[config.mk]
export PLATFORM = sky130hd
export DESIGN_NAME = vc_demux_flow_ctrl
export DESIGN_NICKNAME = d
export VERILOG_FILES = /design/src/rtl/vc_demux_flow_ctrl.sv
export SDC_FILE = /design/constraint.sdc
export NUM_CORES = 1
export LEC_CHECK = 0
export ABC_AREA = 1
export CAP_MARGIN = 20
export CORE_ASPECT_RATIO = 0.9
export CORE_UTILIZATION = 40
export DETAILED_ROUTE_END_ITERATION = 6
export MAX_ROUTING_LAYER = met4
export PLACE_DENSITY = 0.76
export SLEW_MARGIN = 20
export SYNTH_ARGS = -nofsm -noshare
export SYNTH_HDL_FRONTEND = slang
export SYNTH_SLANG_ARGS = --single-unit
export TNS_END_PERCENT = 30
[constraint.sdc]
create_clock -name clk -period 5.3 [get_ports clk]
set_input_delay 1.06 -clock clk [delete_from_list [all_inputs] [get_ports clk]]
set_output_delay 1.06 -clock clk [all_outputs]
set_load 0.1 [all_outputs]
[src/rtl/vc_demux_flow_ctrl.sv]
// Steers words leaving the main FIFO into the VC0/VC1 FIFO push ports, tracks
// per-VC occupancy and raises hysteretic pause back-pressure to the main-FIFO pop logic.
module vc_demux_flow_ctrl #(
  parameter int DATA_WIDTH = 6,
  parameter int DEPTH      = 4,
  parameter int PAUSE_HI   = 3,
  parameter int PAUSE_LO   = 1,
  parameter int CW         = $clog2(DEPTH + 1)
) (
  input  logic                  clk,
  input  logic                  reset,
  input  logic                  valid_in,
  input  logic [DATA_WIDTH-1:0] data_in,
  input  logic                  pop_vc0,
  input  logic                  pop_vc1,
  output logic                  push_vc0,
  output logic                  push_vc1,
  output logic [DATA_WIDTH-1:0] data_out,
  output logic                  pause_vc0,
  output logic                  pause_vc1,
  output logic [CW-1:0]         count_vc0,
  output logic [CW-1:0]         count_vc1,
  output logic                  overflow,
  output logic                  underflow
);

  typedef enum logic {RUN = 1'b0, PAUSE = 1'b1} vc_state_e;

  localparam logic [CW-1:0] DEPTH_C = CW'(DEPTH);
  localparam logic [CW-1:0] HI_C    = CW'(PAUSE_HI);
  localparam logic [CW-1:0] LO_C    = CW'(PAUSE_LO);

  logic [CW-1:0]         count_q [2];
  logic [CW-1:0]         count_d [2];
  vc_state_e             state_q [2];
  vc_state_e             state_d [2];
  logic [1:0]            push_q, push_d;
  logic [DATA_WIDTH-1:0] data_q, data_d;
  logic                  overflow_q, overflow_d;
  logic                  underflow_q, underflow_d;
  logic [1:0]            push_req, pop_req, pop_acc;
  logic [1:0]            pause_c;

  assign push_req = {valid_in &  data_in[DATA_WIDTH-1],
                     valid_in & ~data_in[DATA_WIDTH-1]};
  assign pop_req  = {pop_vc1, pop_vc0};

  // A full VC still takes a word when the same cycle frees a slot.
  always_comb begin
    data_d      = valid_in ? data_in : data_q;
    overflow_d  = overflow_q;
    underflow_d = underflow_q;
    pop_acc     = '0;
    push_d      = '0;
    for (int v = 0; v < 2; v++) begin
      pop_acc[v] = pop_req[v] && (count_q[v] != '0);
      push_d[v]  = push_req[v] && ((count_q[v] < DEPTH_C) || pop_req[v]);
      if (push_req[v] && (count_q[v] == DEPTH_C) && !pop_req[v])
        overflow_d = 1'b1;
      if (pop_req[v] && (count_q[v] == '0))
        underflow_d = 1'b1;
      count_d[v] = count_q[v] + CW'(push_d[v]) - CW'(pop_acc[v]);
    end
  end

  always_comb begin
    for (int v = 0; v < 2; v++) begin
      state_d[v] = state_q[v];
      case (state_q[v])
        RUN:     if (count_d[v] >= HI_C) state_d[v] = PAUSE;
        PAUSE:   if (count_d[v] <= LO_C) state_d[v] = RUN;
        default: state_d[v] = RUN;
      endcase
    end
  end

  always_comb begin
    for (int v = 0; v < 2; v++)
      pause_c[v] = (state_q[v] == PAUSE);
  end

  always_ff @(posedge clk) begin
    if (reset) begin
      push_q      <= '0;
      data_q      <= '0;
      overflow_q  <= 1'b0;
      underflow_q <= 1'b0;
      for (int v = 0; v < 2; v++) begin
        count_q[v] <= '0;
        state_q[v] <= RUN;
      end
    end else begin
      push_q      <= push_d;
      data_q      <= data_d;
      overflow_q  <= overflow_d;
      underflow_q <= underflow_d;
      for (int v = 0; v < 2; v++) begin
        count_q[v] <= count_d[v];
        state_q[v] <= state_d[v];
      end
    end
  end

  assign push_vc0  = push_q[0];
  assign push_vc1  = push_q[1];
  assign data_out  = data_q;
  assign pause_vc0 = pause_c[0];
  assign pause_vc1 = pause_c[1];
  assign count_vc0 = count_q[0];
  assign count_vc1 = count_q[1];
  assign overflow  = overflow_q;
  assign underflow = underflow_q;

endmodule

==> results, run 1 <==
- The placed wire-length estimate is about 1200 microns.
- Setup repair after global routing left no endpoint under its margin.
- The area enclosed by the die boundary is roughly 0.0023 sq mm.
- The kind of cell with the highest combined delay along the critical path is buffers and inverters.
- Before CTS, the worst setup slack after placement is 2.078 ns.
- The sequential fraction of the synthesis area is 43.64%.
- The area of placed instances is 0.001132 sq mm.
- The run finished with clean final reports.
- The die is 45.11 microns tall.
- The number of vias per cell after detailed routing is about 4.5.
- Hold repair after CTS inserted 0 buffers.
- The slowest stage of the critical path belongs to the cell sky130_fd_sc_hd__clkdlybuf4s50_1.
- The summed area of non-filler cells in the final layout is 0.001169 sq mm.
- The largest net degree at the start of global routing is 11.
- The number of pins with negative max-slew slack in the final report is 0.
- The clock tree from TritonCTS is done.
- In this design, the stage delay of the slowest critical-path cell is 1.18 ns.
- The post-route netlist has 8.148% of its cells at a drive strength greater than 1.
- The setup-violating endpoint count in the final report is 0.
- Compared with the post-synthesis result, the final layout area differs by 41.52%.
- In the synthesized netlist, the number of instances is 104.
- The total via count in the routed design is 722.
- The placer's final routability congestion estimate is 0.7070.
- In the global route stage, overall resource usage came out at 17.31%.
- The worst clock skew on the final layout is 0.005746 ns.
- The most critical setup path has its startpoint at count_q[0][1].
- The type of the tightest min-delay check is reg -> reg.
- In this run the number of H-tree levels came out at 1.
- The number of clock buffers inserted by TritonCTS is 3.
- The number of instances in the placed design is 156.
- The cell at the root of the clock tree is sky130_fd_sc_hd__clkbuf_4.
- Counting flops and latches in the post-synthesis netlist gives 18.
- The mapped cell area is 825.8 sq um.
- After clock tree synthesis, the setup repair step added 0 buffers.
- The number of gates resized after CTS is 0.
- The max-capacitance violation count is 0.
- The cell count along the critical path is 1.
- The number of warnings printed during yosys synthesis is 0.
- In the final timing run, aggregate negative setup slack is 0 ns.
- The internal reg-to-reg setup slack is 3.17 ns.
- The number of global-route vias before repair came to 627.
- After detailed routing, the number of remaining DRC violations is 0.
- At the worst endpoint, the arrival time is 1.92 ns.
- The number of nets in the final layout is 153.
- In this run, distinct cell masters in the synthesized netlist total 18.
- Leaving out fill and tap cells, the most frequent cells in the layout are 28 x sky130_fd_sc_hd__clkdlybuf4s50_1, 22 x sky130_fd_sc_hd__nor2_1, 19 x sky130_fd_sc_hd__inv_1.
- At the worst endpoint, the required time is between 4 and 5 ns.
- The number of placement rows is 15.
- Of the available clock period, the critical path in the final layout requires between 50% and 60%.
- The width of the die is approximately 50 microns.
- The total wirelength of the detailed-routed design is 1630 microns.
- Leaving out filler cells and counting taps, the final layout contains between 150 and 200.
- The count of nets left with antenna violations once routing finished came out at 0.
- Measured against its own limit, the worst slew margin works out to 35.03%.
- The first global-routing pass estimated ~2700 microns of wire.
- The worst hold path was traced through 2 stages.
- The fmax is 0.3354 GHz.
- The clock transition at the register clock pins on the worst setup and hold paths after CTS is 0.10 ns.
- Port buffering added 28 buffers.
- The transition time of the tightest slew-check pin is 0.9715 ns.
- STA classifies the critical path startpoint as a flop.
- Counting every net in the synthesized netlist gives 121.
- Traced cell by cell, the critical path runs through clkdlybuf4s50_1.
- In this run the standard cell core region covers 0.001933 sq mm.
- The hold path startpoint is state_q[0][1].
- The library cell used most frequently in the layout, excluding fill and tap cells, is sky130_fd_sc_hd__clkdlybuf4s50_1.
- The number of antenna violations at the first check in global routing was 0.
- The total count of hold-check failures in the final report was 0.
- The clock period minus final worst setup slack is 2.982 ns.
- The number of buffer and inverter stages on the critical path is 1.
- The detail-routed net length per standard cell is ~10 microns.
- The worst register-to-register path begins at count_q[0][1].
- The initial cell density of the core is 42.72%.
- For the worst flop-to-flop path, the logic depth is 11.
- The clock insertion delay at the later pin of the skew report is 0.30 ns.
- The first TritonRoute pass finished after 2 iterations.
- 29 I/O pins were placed.
- The worst setup path is of the reg -> out kind.
- In this run the mean area of a mapped cell was 7.940 sq um.
- STA classifies the critical path endpoint as an output pin.
- The number of antenna diodes in the final layout is 0.
- No sink is reached through more buffers than the 2 on the longest clock path.
- The tree built by TritonCTS fans out to 18 sinks.
- The critical-path maximum fanout is 5.
- The aggregate global routing overflow is 0.
- The number of DRC violations after detailed-routing iteration 0 is 11.
- Once routing completed, OpenROAD measured the worst setup slack at 2.318 ns.
-- layer usage --
layer	routed length, microns	global-route usage (%)	vias to the layer above
met5	0	-	-
met4	29	8.571	0
met3	78	6.061	5
met2	733	25.14	19
met1	788	21.41	317
li1	-	-	381
-- synth_stat cells --
master	instances	area, sq um
sky130_fd_sc_hd__ha_1	4	50.05
sky130_fd_sc_hd__nand3_2	3	30.03
sky130_fd_sc_hd__nand3_1	3	15.01
sky130_fd_sc_hd__dfxtp_1	18	360.4
sky130_fd_sc_hd__o21ai_0	9	45.04
sky130_fd_sc_hd__buf_2	1	5.000
sky130_fd_sc_hd__nor3_1	2	10.01
sky130_fd_sc_hd__o21ai_1	1	5.000
sky130_fd_sc_hd__nand3b_1	2	15.01
sky130_fd_sc_hd__nor2_1	22	82.58
sky130_fd_sc_hd__nor2_4	2	22.52
sky130_fd_sc_hd__fa_1	2	40.04
sky130_fd_sc_hd__a21boi_0	2	15.01
sky130_fd_sc_hd__inv_2	1	3.750
sky130_fd_sc_hd__a21oi_1	1	5.000
sky130_fd_sc_hd__clkinv_4	1	8.760
sky130_fd_sc_hd__inv_1	19	71.32
sky130_fd_sc_hd__nand2_1	11	41.29
-- worst paths after layout --
path	end
setup reg to reg	state_q[0][0]
hold / removal	state_q[0][1]
hold reg to reg	state_q[0][1]
setup / recovery	count_vc0[1]
-- layout make-up --
| class | count | area (sq um) |
|---|---|---|
| multi-input cells | 64 | 376.6 |
| well taps | 25 | 31.28 |
| inverters | 21 | 83.83 |
| fillers | 177 | 764.5 |
| clock buffers | 4 | 36.28 |
| flip-flops and latches | 18 | 360.3 |
| repair buffers | 28 | 280.3 |
-- worst min-delay path, cell delays in order, from the launching register on --
cell                      delay (ns)
sky130_fd_sc_hd__dfxtp_1        0.34
sky130_fd_sc_hd__o21ai_0        0.07
sky130_fd_sc_hd__o21ai_1        0.06
-- flip-flops by register name, indices dropped and copies added (netlist names) --
| name | flops |
|---|---|
| count_q | 6 |
| data_out | 6 |
| push_q | 2 |
| state_q | 2 |
| overflow | 1 |
| underflow | 1 |
-- through the flow --
stage | hold slack (ns) | util (%)
6_report | 0.5042 | 60.45
5_1_grt | 0.5411 | 60.45
4_1_cts | 0.5036 | 60.45
3_5_place_dp | 0.4721 | 58.58
3_3_place_gp | 0.4724 | 58.58
2_1_floorplan | 0.9842 | -
-- kinds of logic after synthesis --
kind of cell / Yosys count / synth area share, %
buffers and inverters: 22 / 10.76
AOI/OAI and AO/OA: 13 / 8.483
and+or+nand+nor: 45 / 26.21
DFF: 18 / 43.64
adders and majority gates: 6 / 10.91
Power of run 1 is left out: the tool's default activity adds up to more than one toggle a clock period on the data nets, which glitch-free logic cannot reach.
==> run 2, diff against run 1 <==
Clock period 5.3 ns to 2.87 ns, I/O delays scaled along.
==> run 2 against run 1 <==
Global-route usage is 2.2 points lower. Cell count did not move. Critical path depth up 10. Flip-flop and latch count is the same. Clock skew rose by 0.0027 ns. Non-clock buffer count grew 1.
==> results, run 2 (same netlist as run 1, synthesis figures left out) <==
- The area of placed instances is 0.001095 sq mm (-3.3%).
- The clock tree from TritonCTS is done.
- The worst setup path is of the in -> reg kind.
- The biggest cell delay along the critical path is 0.54 ns (-0.64 ns).
- The total clock sinks is 18 (unchanged).
- The total iterations of the first detailed-routing run is 4 (+2).
- The number of global-route vias before repair is 595 (-5.1%).
- The number of antenna violations at the first check in global routing is 0 (unchanged).
- The all-layer global routing usage is 15.08% (-2.2 points).
- The global-route wire length before repair came to 2428 microns (-9.5%).
- The max-slew headroom at the worst pin was 74.17% (+39 points).
- Setup repair after global routing left no endpoint under its margin.
- The total wirelength of the detailed-routed design is 1561 microns (-4.2%).
- The number of nets in the final layout is 154 (+0.65%).
- In this run the critical register-to-register path is captured at state_q[0][0].
- The clock period minus final worst setup slack is between 2 and 2.5 ns.
- The depth of the worst register-to-register path is 11 (unchanged).
- The leading cell type in the layout, fill and taps excluded is sky130_fd_sc_hd__nor2_1.
- The initial cell density of the core is 42.72% (unchanged).
- The number of clock buffers inserted by TritonCTS came to 3 (unchanged).
- The placed wire-length estimate is 1262 microns (+1.6%).
- The required time of the critical path is 3.05 ns (-1.19 ns).
- The antenna cell count was 0 (unchanged).
- The number of gates resized after CTS is 0 (unchanged).
- The aggregate global routing overflow is 0 (unchanged).
- The area of the core region came to 0.001933 sq mm (unchanged).
- The clock tree buffer depth is 2 (unchanged).
- The max-capacitance violation count was 0 (unchanged).
- The number of vias per cell after detailed routing was 4.500 (-0.28%).
- The remaining antenna violation count is 0 (unchanged).
- The count of buffers from port buffering came to 28 (unchanged).
- The number of pins with negative max-slew slack in the final report was 0 (unchanged).
- The summed area of non-filler cells in the final layout is 0.001117 sq mm (-4.4%).
- The detail-routed net length per standard cell is 9.756 microns (-4.2%).
- The min-delay analysis places its worst path in the category reg -> reg.
- The fraction of final layout cells with drive strength greater than 1 is 21.48% (+13 points).
- The layout overhead on the synthesized area is 35.30%.
- Walking the worst path, the cells encountered are clkdlybuf4s50_1 > a21boi_0 > ha_1 > inv_1 > ha_1 > inv_1 > fa_1 > inv_1 > nand2_1 > a21oi_1 > o21ai_0.
- The clock transition at the register clock pins on the worst setup and hold paths after CTS is 0.10 ns (about the same).
- The top cell types in the final layout, fill and taps aside, are 22 x sky130_fd_sc_hd__nor2_1, 19 x sky130_fd_sc_hd__inv_1, 19 x sky130_fd_sc_hd__buf_4.
- The beginning of the worst register-to-register path is count_q[0][1].
- The total count of hold-check failures in the final report is 0 (unchanged).
- The area enclosed by the die boundary is 0.002251 sq mm (unchanged).
- After layout, the worst path uses ~84% of the clock period.
- The maximum level of the CTS H-tree is 1 (unchanged).
- The cell occurring most often along the worst timing path is sky130_fd_sc_hd__inv_1.
- The number of DRC violations after detailed-routing iteration 0 came to 4 (-7).
- The I/O pin count is 29 (unchanged).
- The placer's final routability congestion estimate came to 0.7264 (+2.7%).
- The critical-path maximum fanout was 3 (-2).
- The routed length on met2 is 731 microns (-0.27%).
- The setup-violating endpoint count in the final report is 0 (unchanged).
- The fmax is 0.4128 GHz.
- The count of buffers added by post-CTS timing repair for setup is 0 (unchanged).
- In this run the clock root is driven by a sky130_fd_sc_hd__clkbuf_4.
- The worst slack on hold paths is 0.4954 ns (-0.008727 ns).
- The worst clock skew on the final layout was 0.008430 ns (+0.002684 ns).
- The worst hold path depth is 2 (unchanged).
- The run finished with clean final reports.
- The routed length on met1 is 704 microns (-11%).
- The die extent in y is 45.11 microns (unchanged).
- The type of destination of the critical path is a flop.
- The detailed router used layers up to and including met4.
- The number of buffers inserted by hold repair at cts is 0 (unchanged).
- The sink of the worst hold path is state_q[0][1].
- The highest-delay cell along the critical path is sky130_fd_sc_hd__clkdlybuf4s50_1.
- The endpoint arrival time on the critical path is 2.60 ns (+0.68 ns).
- The setup TNS is 0 ns (unchanged).
- The largest net degree at the start of global routing came to 10 (-1).
- The startpoint type of the worst setup path is an input pin.
- The total DRC errors in the routed layout is 0 (unchanged).
- In this run the most critical hold path is launched from state_q[0][1].
- The internal reg-to-reg setup slack is 0.75 ns (-2.42 ns).
- The width of the die was 49.90 microns (unchanged).
- The clock insertion delay at the later pin of the skew report came to 0.29 ns (about the same).
- The total length of routed met3 wires is 112 microns (+44%).
- The number of placement rows is 15 (unchanged).
- The transition time of the tightest slew-check pin is 0.3863 ns (-0.5852 ns).
- The total via count in the routed design is 720 (-0.28%).
==> run 2: cell count changes in the layout (fill, tap and decap cells not counted), sizes merged <==
cell / before / now
buf: 0 / 19
clkdlybuf4s50: 28 / 10
clkbuf: 4 / 3
==> run 2: critical path: cells and delay by family <==
family,cells,cell delay [ns]
fa+ha+maj,3,0.77
compound gates,3,0.47
buf+inv,4,0.72
simple gates,1,0.06
==> run 2: stage by stage <==
step / utilization [%] / std cells / setup slack [ns]
final: 57.80 / 160 / 0.4475
after global placement: 56.63 / 157 / 0.2429
after floorplan: - / 104 / 0.1571
after detailed placement: 56.63 / 157 / 0.1349
after CTS: 57.80 / 160 / 0.4519
after global routing: 57.80 / 160 / 0.3714
==> run 2: layout make-up <==
class | count | area (sq um)
multi-input cells | 64 | 376.6
inverters | 21 | 83.83
fillers | 173 | 815.8
well taps | 25 | 31.28
flip-flops and latches | 18 | 360.3
repair buffers | 29 | 242.7
clock buffers | 3 | 22.52
==> run 2: worst max path at each step <==
stage / start / to / slack, ns
2_1_floorplan: count_q[0][2] / state_q[0][0] / 0.16
3_3_place_gp: pop_vc0 / state_q[0][0] / 0.24
3_5_place_dp: pop_vc0 / state_q[0][0] / 0.13
4_1_cts: pop_vc0 / state_q[0][0] / 0.45
5_1_grt: pop_vc0 / state_q[0][0] / 0.37
6_report: pop_vc0 / state_q[0][0] / 0.45
==> run 2: layer usage <==
layer  up-vias  global-route usage (%)
li1        384                       -
met1       313                   18.60
met2        21                   23.24
met3         2                   6.061
met4         0                   3.429
met5         -                       -
Power of run 2 is left out for the same reason.
